### src/rtl/cttest_core.sv
// Register-mapped bring-up core: version/status/operand/result/scratch registers
// and a sequential add/xor/shift-add multiply engine behind a start/ready handshake.
module cttest_core #(
  parameter int          DATA_WIDTH  = 32,
  parameter int          NUM_SCRATCH = 4,
  parameter logic [31:0] VERSION     = 32'h63747432
) (
  input  logic                  clk,
  input  logic                  reset_n,
  input  logic                  cs,
  input  logic                  we,
  input  logic [3:0]            address,
  input  logic [DATA_WIDTH-1:0] write_data,
  output logic [DATA_WIDTH-1:0] read_data,
  output logic                  api_error
);
  localparam int          CW      = (DATA_WIDTH > 1) ? $clog2(DATA_WIDTH) : 1;
  localparam logic [31:0] VER     = VERSION;
  localparam logic [1:0]  OP_ADD  = 2'b00;
  localparam logic [1:0]  OP_XOR  = 2'b01;
  localparam logic [1:0]  OP_MUL  = 2'b10;
  localparam logic [1:0]  OP_RSV  = 2'b11;

  typedef enum logic {IDLE, BUSY} state_t;

  state_t                state_reg, state_next;
  logic                  ready;
  logic                  busy;
  logic [1:0]            op_reg;
  logic [CW-1:0]         cnt_reg;
  logic [DATA_WIDTH-1:0] opa_reg, opb_reg, res_lo_reg, res_hi_reg, cycles_reg;
  logic                  valid_reg;
  logic [DATA_WIDTH-1:0] scratch_val [NUM_SCRATCH];

  logic                  is_scratch, is_mapped, wr_err, wr_ok, start_ok, finish;
  logic [DATA_WIDTH:0]   add_sum, mul_sum;

  assign busy       = (state_reg == BUSY);
  assign is_scratch = (int'(address) >= 8) && (int'(address) < 8 + NUM_SCRATCH);
  assign is_mapped  = (address < 4'h8) || is_scratch;

  always_comb begin
    wr_err = 1'b0;
    case (address)
      4'h0, 4'h2, 4'h5, 4'h6, 4'h7: wr_err = 1'b1;
      4'h1:                         wr_err = write_data[0] && ((write_data[2:1] == OP_RSV) || busy);
      4'h3, 4'h4:                   wr_err = busy;
      default:                      wr_err = !is_scratch;
    endcase
  end

  assign api_error = cs && (we ? wr_err : !is_mapped);
  assign wr_ok     = cs && we && !wr_err;
  assign start_ok  = wr_ok && (address == 4'h1) && write_data[0];
  assign finish    = busy && (cnt_reg == '0);

  // FSM: state register
  always_ff @(posedge clk or negedge reset_n) begin
    if (!reset_n) state_reg <= IDLE;
    else          state_reg <= state_next;
  end

  // FSM: next state
  always_comb begin
    state_next = state_reg;
    case (state_reg)
      IDLE:    if (start_ok) state_next = BUSY;
      BUSY:    if (cnt_reg == '0) state_next = IDLE;
      default: state_next = IDLE;
    endcase
  end

  // FSM: outputs
  always_comb begin
    ready = (state_reg == IDLE);
  end

  assign add_sum = {1'b0, opa_reg} + {1'b0, opb_reg};
  // Multiply: res_hi accumulates, res_lo holds the unconsumed multiplier bits
  // and fills with product bits from the top as the pair shifts right.
  assign mul_sum = {1'b0, res_hi_reg} + (res_lo_reg[0] ? {1'b0, opa_reg} : '0);

  always_ff @(posedge clk or negedge reset_n) begin
    if (!reset_n) begin
      op_reg     <= OP_ADD;
      cnt_reg    <= '0;
      opa_reg    <= '0;
      opb_reg    <= '0;
      res_lo_reg <= '0;
      res_hi_reg <= '0;
      cycles_reg <= '0;
      valid_reg  <= 1'b0;
    end else begin
      if (wr_ok && address == 4'h3) begin
        opa_reg   <= write_data;
        valid_reg <= 1'b0;
      end
      if (wr_ok && address == 4'h4) begin
        opb_reg   <= write_data;
        valid_reg <= 1'b0;
      end
      if (start_ok) begin
        op_reg     <= write_data[2:1];
        cnt_reg    <= (write_data[2:1] == OP_MUL) ? CW'(DATA_WIDTH - 1) : '0;
        cycles_reg <= '0;
        valid_reg  <= 1'b0;
        if (write_data[2:1] == OP_MUL) begin
          res_hi_reg <= '0;
          res_lo_reg <= opb_reg;
        end
      end else if (busy) begin
        if (cycles_reg != '1) cycles_reg <= cycles_reg + 1'b1;
        if (cnt_reg != '0)    cnt_reg    <= cnt_reg - 1'b1;
        if (finish)           valid_reg  <= 1'b1;
        case (op_reg)
          OP_ADD: begin
            res_lo_reg <= add_sum[DATA_WIDTH-1:0];
            res_hi_reg <= {{(DATA_WIDTH-1){1'b0}}, add_sum[DATA_WIDTH]};
          end
          OP_XOR: begin
            res_lo_reg <= opa_reg ^ opb_reg;
            res_hi_reg <= '0;
          end
          default: begin
            res_hi_reg <= mul_sum[DATA_WIDTH:1];
            res_lo_reg <= {mul_sum[0], res_lo_reg[DATA_WIDTH-1:1]};
          end
        endcase
      end
    end
  end

  genvar gi;
  generate
    for (gi = 0; gi < NUM_SCRATCH; gi++) begin : g_scratch
      logic [DATA_WIDTH-1:0] value_reg;
      always_ff @(posedge clk or negedge reset_n) begin
        if (!reset_n)
          value_reg <= '0;
        else if (wr_ok && is_scratch && address[2:0] == 3'(gi))
          value_reg <= write_data;
      end
      assign scratch_val[gi] = value_reg;
    end
  endgenerate

  always_comb begin
    read_data = '0;
    if (cs) begin
      case (address)
        4'h0: read_data = VER[DATA_WIDTH-1:0];
        4'h2: read_data = {{(DATA_WIDTH-2){1'b0}}, valid_reg, ready};
        4'h3: read_data = opa_reg;
        4'h4: read_data = opb_reg;
        4'h5: read_data = res_lo_reg;
        4'h6: read_data = res_hi_reg;
        4'h7: read_data = cycles_reg;
        default: begin
          for (int i = 0; i < NUM_SCRATCH; i++)
            if (is_scratch && address[2:0] == 3'(i)) read_data = scratch_val[i];
        end
      endcase
    end
  end
endmodule

### config.mk
export PLATFORM = sky130hd
export DESIGN_NAME = cttest_core
export DESIGN_NICKNAME = d
export VERILOG_FILES = /design/src/rtl/cttest_core.sv
export SDC_FILE = /design/constraint.sdc
export NUM_CORES = 1
export LEC_CHECK = 0
export ABC_AREA = 1
export CORE_MARGIN = 3
export CORE_UTILIZATION = 45
export CTS_BUF_LIST = sky130_fd_sc_hd__clkbuf_4 sky130_fd_sc_hd__clkbuf_8 sky130_fd_sc_hd__clkbuf_16
export DETAILED_ROUTE_END_ITERATION = 12
export GPL_ROUTABILITY_DRIVEN = 0
export GPL_TIMING_DRIVEN = 0
export PLACE_DENSITY = 0.71
export SLEW_MARGIN = 20
export SYNTH_ARGS = -nofsm -noshare
export SYNTH_HDL_FRONTEND = slang
export SYNTH_SLANG_ARGS = --single-unit
### constraint.sdc
create_clock -name clk -period 3.4 [get_ports clk]
set_input_delay 0.34 -clock clk [delete_from_list [all_inputs] [get_ports clk]]
set_output_delay 0.34 -clock clk [all_outputs]
set_load 0.005 [all_outputs]
# Word-level counts from Yosys, hierarchy flattened
# Index checks and enable logic that the tools add are counted.
# classes
n_reduce_logical	37
bitwise_logic	2
eq_ne	15
n_lt_le_gt_ge	3
n_mux	32
n_addsub	4
# ops
cell	count
32-bit two-way mux	15
32-bit one-hot mux with 7 select lines	1
32-bit one-hot mux with 2 select lines	2
32-bit by 32-bit adder with 33-bit output	2
32-bit by 1-bit adder with 32-bit output (second input constant)	1
32-bit != test (second input constant)	1
32-bit bitwise XOR	1
5-bit two-way mux	4
1-bit logical AND	19
4-bit by 3-bit equality test with 1-bit output (second input constant)	4
4-bit by 2-bit equality test with 1-bit output (second input constant)	2
4-bit less-than comparator (second input constant)	2
1-bit two-way mux	8
3-bit by 2-bit equality test with 1-bit output (second input constant)	2
2-bit AND reduction	3
2-bit nonzero test	3
5-bit logical NOT	1
5-bit nonzero test	1
5-bit OR reduction	1
5-bit by 1-bit subtractor with 5-bit output (second input constant)	1
2-bit equality test (second input constant)	2
4-bit by 1-bit equality test with 1-bit output (second input constant)	1
4-bit >= comparator (second input constant)	1
4-bit logical NOT	1
11 further kinds	14
# word_totals
inputBits	40
reg_bits	297
elab_cells	106
output_inout_bits	33

# Longest topological paths before layout
# depth
ltp_word	12
ltp_mapped	17
mapped_depth_nobuf	17

# Worst setup path after synthesis
# Ideal clock, no wire load.
# synth_timing
path_type	flip-flop to flip-flop
from	register res_lo_reg[0]
to	register res_hi_reg[21]
arrival_time_ns	2.695
setup_ns	0.117
path_stages_with_launch	18
path_buffers	2
synth_period_minus_slack_ns	2.812
required_time_ns	3.283
slack_ns	0.588
path_cell_list	dfrtp_1 clkbuf_1 clkbuf_1 nand2_1 inv_1 ha_1 inv_1 fa_1 inv_1 nand2_1 o21ai_1 a21boi_0 o21ai_0 nand3_1 nand2_1 nand2_1 nand3_1 nand2_1
# synth_between
elab_chain_len	5
# synth_lines
element	line	source
start, declared	31	logic [DATA_WIDTH-1:0] opa_reg, opb_reg, res_lo_reg, res_hi_reg, cycles_reg;
start signal, assigned	109	res_lo_reg <= opb_reg;
start signal, assigned	117	res_lo_reg <= add_sum[DATA_WIDTH-1:0];
start signal, assigned	121	res_lo_reg <= opa_reg ^ opb_reg;
32-bit two-way mux	81	assign mul_sum = {1'b0, res_hi_reg} + (res_lo_reg[0] ? {1'b0, opa_reg} : '0);
32-bit by 32-bit adder with 33-bit output	81	
32-bit one-hot mux with 2 select lines	115	case (op_reg)
32-bit two-way mux	111	end else if (busy) begin
32-bit two-way mux	102	if (start_ok) begin
end signal, assigned	118	res_hi_reg <= {{(DATA_WIDTH-1){1'b0}}, add_sum[DATA_WIDTH]};
end signal, assigned	125	res_hi_reg <= mul_sum[DATA_WIDTH:1];
end, declared	31	
# No other way between the ends. The select of a mux whose other input is x is not followed.
# A chain may end at the register's enable or synchronous reset.

# Final worst setup path
# layout_timing
from	input address[0]
to	output read_data[19]
# layout_between
elab_chain_len	9
word_cells_on_any_way	24
classes_between	order compare: 2; eq/ne: 9; mux: 6; reduce/logical: 7
# layout_lines
element	line	source
start, declared	12	input logic [3:0] address,
4-bit >= comparator / 4-bit less-than comparator (equally long branches)	39	assign is_scratch = (int'(address) >= 8) && (int'(address) < 8 + NUM_SCRATCH);
1-bit logical AND	39	
1-bit logical AND	160	if (is_scratch && address[2:0] == 3'(i)) read_data = scratch_val[i];
32-bit two-way mux (4 in a row)	160	
32-bit one-hot mux with 7 select lines *	150	case (address)
32-bit two-way mux *	149	if (cs) begin
end, declared	14	output logic [DATA_WIDTH-1:0] read_data,
# Mark *: on every way between the ends. The rest lies on a longest branch, timed or not.

==> flow_summary.toml <==
[timing]
tns_ns = -0.00570
hold_viol_final = 0
whs_ns = 0.283
fin_crit_ns = 3.41
fin_ws_ns = -0.00570
worst_pin_slew_ns = 0.763
final-setup-viol-count = 1
max_slew_margin = 0.491
drv_slew = 0
fin_worst_skew_ns = 0.0209
fmax_mhz = 294
min_period_over_period = 1.00

[detailed_routing]
dr.pass1.iters = 6
drc = 0
vias = 21006
viasPerCell = 5.83
drtAntennaViolNets = 0
avgRoutedWirePerCell_um = 21.0
drt-total-wl_um = 75600
detailedRoute.firstIterationViolations = 2375

[clocking]
root_buffer = "clkbuf_16"
postCtsSetupRepairBufs = 0
numCtsBuffers = 34
clk_latency_ns = 0.54
cts_tree = "built"
clk_pin_slew_ns = 0.06
cts_buffer_depth = 3
h-tree-depth = 2
cts.sinks = 297

[logic_synthesis]
ys.flop_type = "dfrtp_1"
synth_top_family_by_area = "simple AND/OR/NAND/NOR gates"
asyncSetResetFlopFracSynth = 1.00
synth_seq_area_share = 0.378
yosys.area_share.simple = 0.305
synth_xor_area_frac = 0.0205
synth_area_per_cell_um2 = 6.80
syn_inst = 2894
syn_nets = 3003
synth_mux_area_frac = 0
synth_seq_cells = 297
synth_edf_count = 0
synth_area_um2 = 19700
synth_warnings = 0
synth-compound-area-share = 0.156
synthAdderAreaFrac = 0.0446
yosys.area.top_type = "dfrtp_1"
ys_top_cells_by_area = "dfrtp_1, nand2_1, inv_1, o21ai_0, nand3_1"
synth_cell_types = 47
synth_top_area_frac = 0.378

[final_layout]
multiInputGateArea_um2 = 10700
largest_reg_flops = 128
layout-drive-gt1-share = 0.0611
utilization = 0.532
seq_area_um2 = 7430
nets = 3113
area_growth_pct = 15.1
nFillCells = 4202
antenna_cells = 0

[grt]
antenna_found_initial = 1
grt_pass1_vias = 19643
overflow = 0
grt_use_total = 0.319
grt_max_degree = 97
grt_first_pass_wirelength_um = 115000

[power_and_ir_drop]
p_total_mw = 13.5
power.density_nw_per_um2 = 597
cellLeakagePower_nw = 11.2
ir_drop_uv = 455

[setup_path]
cp-start-kind = "input port"
arrival_ns = 3.07
end_kind = "output port"
crit_type = "input port to output port"
crit_fanout = 10
required_ns = 3.06

[die]
die_h_um = 215
rows = 75
initial_utilization = 0.462
die_x_um = 215
ios = 73
die-area_um2 = 46300
coreArea_um2 = 42600

[placement]
port_buffers = 72
hpwl_um = 58900

[run]
drv_cap = 0

[outcome]
status = "finished, violations left"
violations = "setup timing"

[worst_hold_path]
hold_class = "input port to asynchronous set/reset pin"
[per-layer routing]
layer,vias to the layer above,wire length [µm],share of wire,global-route usage
li1,9623,-,-,-
met1,9778,29100,0.39,0.421
met2,1330,32100,0.43,0.486
met3,273,9500,0.13,0.0835
met4,2,4800,0.063,0.160
met5,-,14,0.00019,0
[power breakdown]
group	switching, mW	internal, mW	leakage (nW)
Sequential	0.939	4.30	3.77
Clock	1.54	2.05	0.533
Combinational	3.05	1.65	6.94
Total	5.53	8.00	11.2
[per-stage QoR]
| step | setup slack [ns] | cell area [µm²] | std cells |
|---|---|---|---|
| floorplan | 0.588 | 19700 | 2894 |
| global placement | -10.88 | 21100 | 3543 |
| CTS | 0.00235 | 22500 | 3604 |
| detailed placement | -0.628 | 21200 | 3546 |
| global route | -0.00599 | 22700 | 3603 |
| finish | -0.00570 | 22700 | 3603 |
[cell families after synthesis]
group           after synthesis
xor+xnor                     46
buf+inv                     486
flops                       297
compound gates              542
fa+ha+maj                    69
simple gates               1454
[final timing paths]
check,startpoint,end,slack [ns],cells after the start
setup / recovery,address[0],read_data[19],-0.006,8
hold / removal,reset_n,g_scratch[2].value_reg[4],0.28,2
setup reg to reg,res_lo_reg[0],res_hi_reg[30],0.18,13
hold reg to reg,g_scratch[0].value_reg[4],g_scratch[0].value_reg[4],0.48,2
max in group asynchronous,reset_n,cnt_reg[3],1.95,4
min in group clk,g_scratch[0].value_reg[4],g_scratch[0].value_reg[4],0.48,2
[final cells by class]
cell class / instances / area share
Tap cell: 577 / 0.0319
Buffer: 106 / 0.0232
Timing Repair Buffer: 76 / 0.0364
Sequential cell: 297 / 0.328
Clock inverter: 11 / 0.00408
Clock buffer: 47 / 0.0434
Multi-Input combinational cell: 2111 / 0.471
Inverter: 378 / 0.0626
[worst max-delay path: stages]
cell	delay (ns)
clkdlybuf4s50_1	0.52
inv_1	0.18
nand2_1	0.19
nor2_4	0.26
buf_2	0.37
a221oi_2	0.17
a211oi_1	0.41
clkdlybuf4s50_1	0.60
[cell usage after synthesis, types with 2 or more instances]
cell and instances:
a21oi_1 108, nand4_1 34, xor2_1 30, nor4_1 11, nand3_1 169, o211ai_1 4
nor2_4 4, nand2_1 992, o31ai_1 4, nand3b_1 11, clkbuf_1 75, a211oi_1 43
inv_1 370, a2111oi_0 8, o21a_1 29, and2_1 5, o21ai_0 277, nand3_4 2
clkinv_1 2, dfrtp_1 297, nor2_1 157, o21ai_1 14, or2_2 3, o221ai_1 2
o22ai_1 30, a221oi_1 10, inv_2 6, buf_4 5, buf_6 3, xnor2_1 16
o2111ai_1 4, fa_1 2, ha_1 67, nor3_1 59, o21bai_1 5, nand2_2 3
buf_2 23
[timing repair]
| action | 4_1_cts | 5_1_grt |
|---|---|---|
| pin swaps | 2 | 1 |
| hold endpoints to repair | 36 | 0 |
| hold buffers | 1 | 0 |
| endpoints found under the setup margin | 36 | 38 |
| gates resized for setup | 64 | 50 |
| gates cloned | 0 | 0 |
[cells in the final DEF, fill, tap and decap left out, types with 27 or more instances in the layout]
cell,n
o21ai_0,275
clkbuf_1,46
nand3_1,169
nand2_1,987
xor2_1,30
o21a_1,29
dfrtp_1,297
nor3_1,55
inv_1,370
clkbuf_16,35
a21oi_1,106
buf_2,27
a211oi_1,35
clkdlybuf4s50_1,68
ha_1,67
nor2_1,154
nand4_1,34
o22ai_1,30
(Power assumes the default switching activity.)
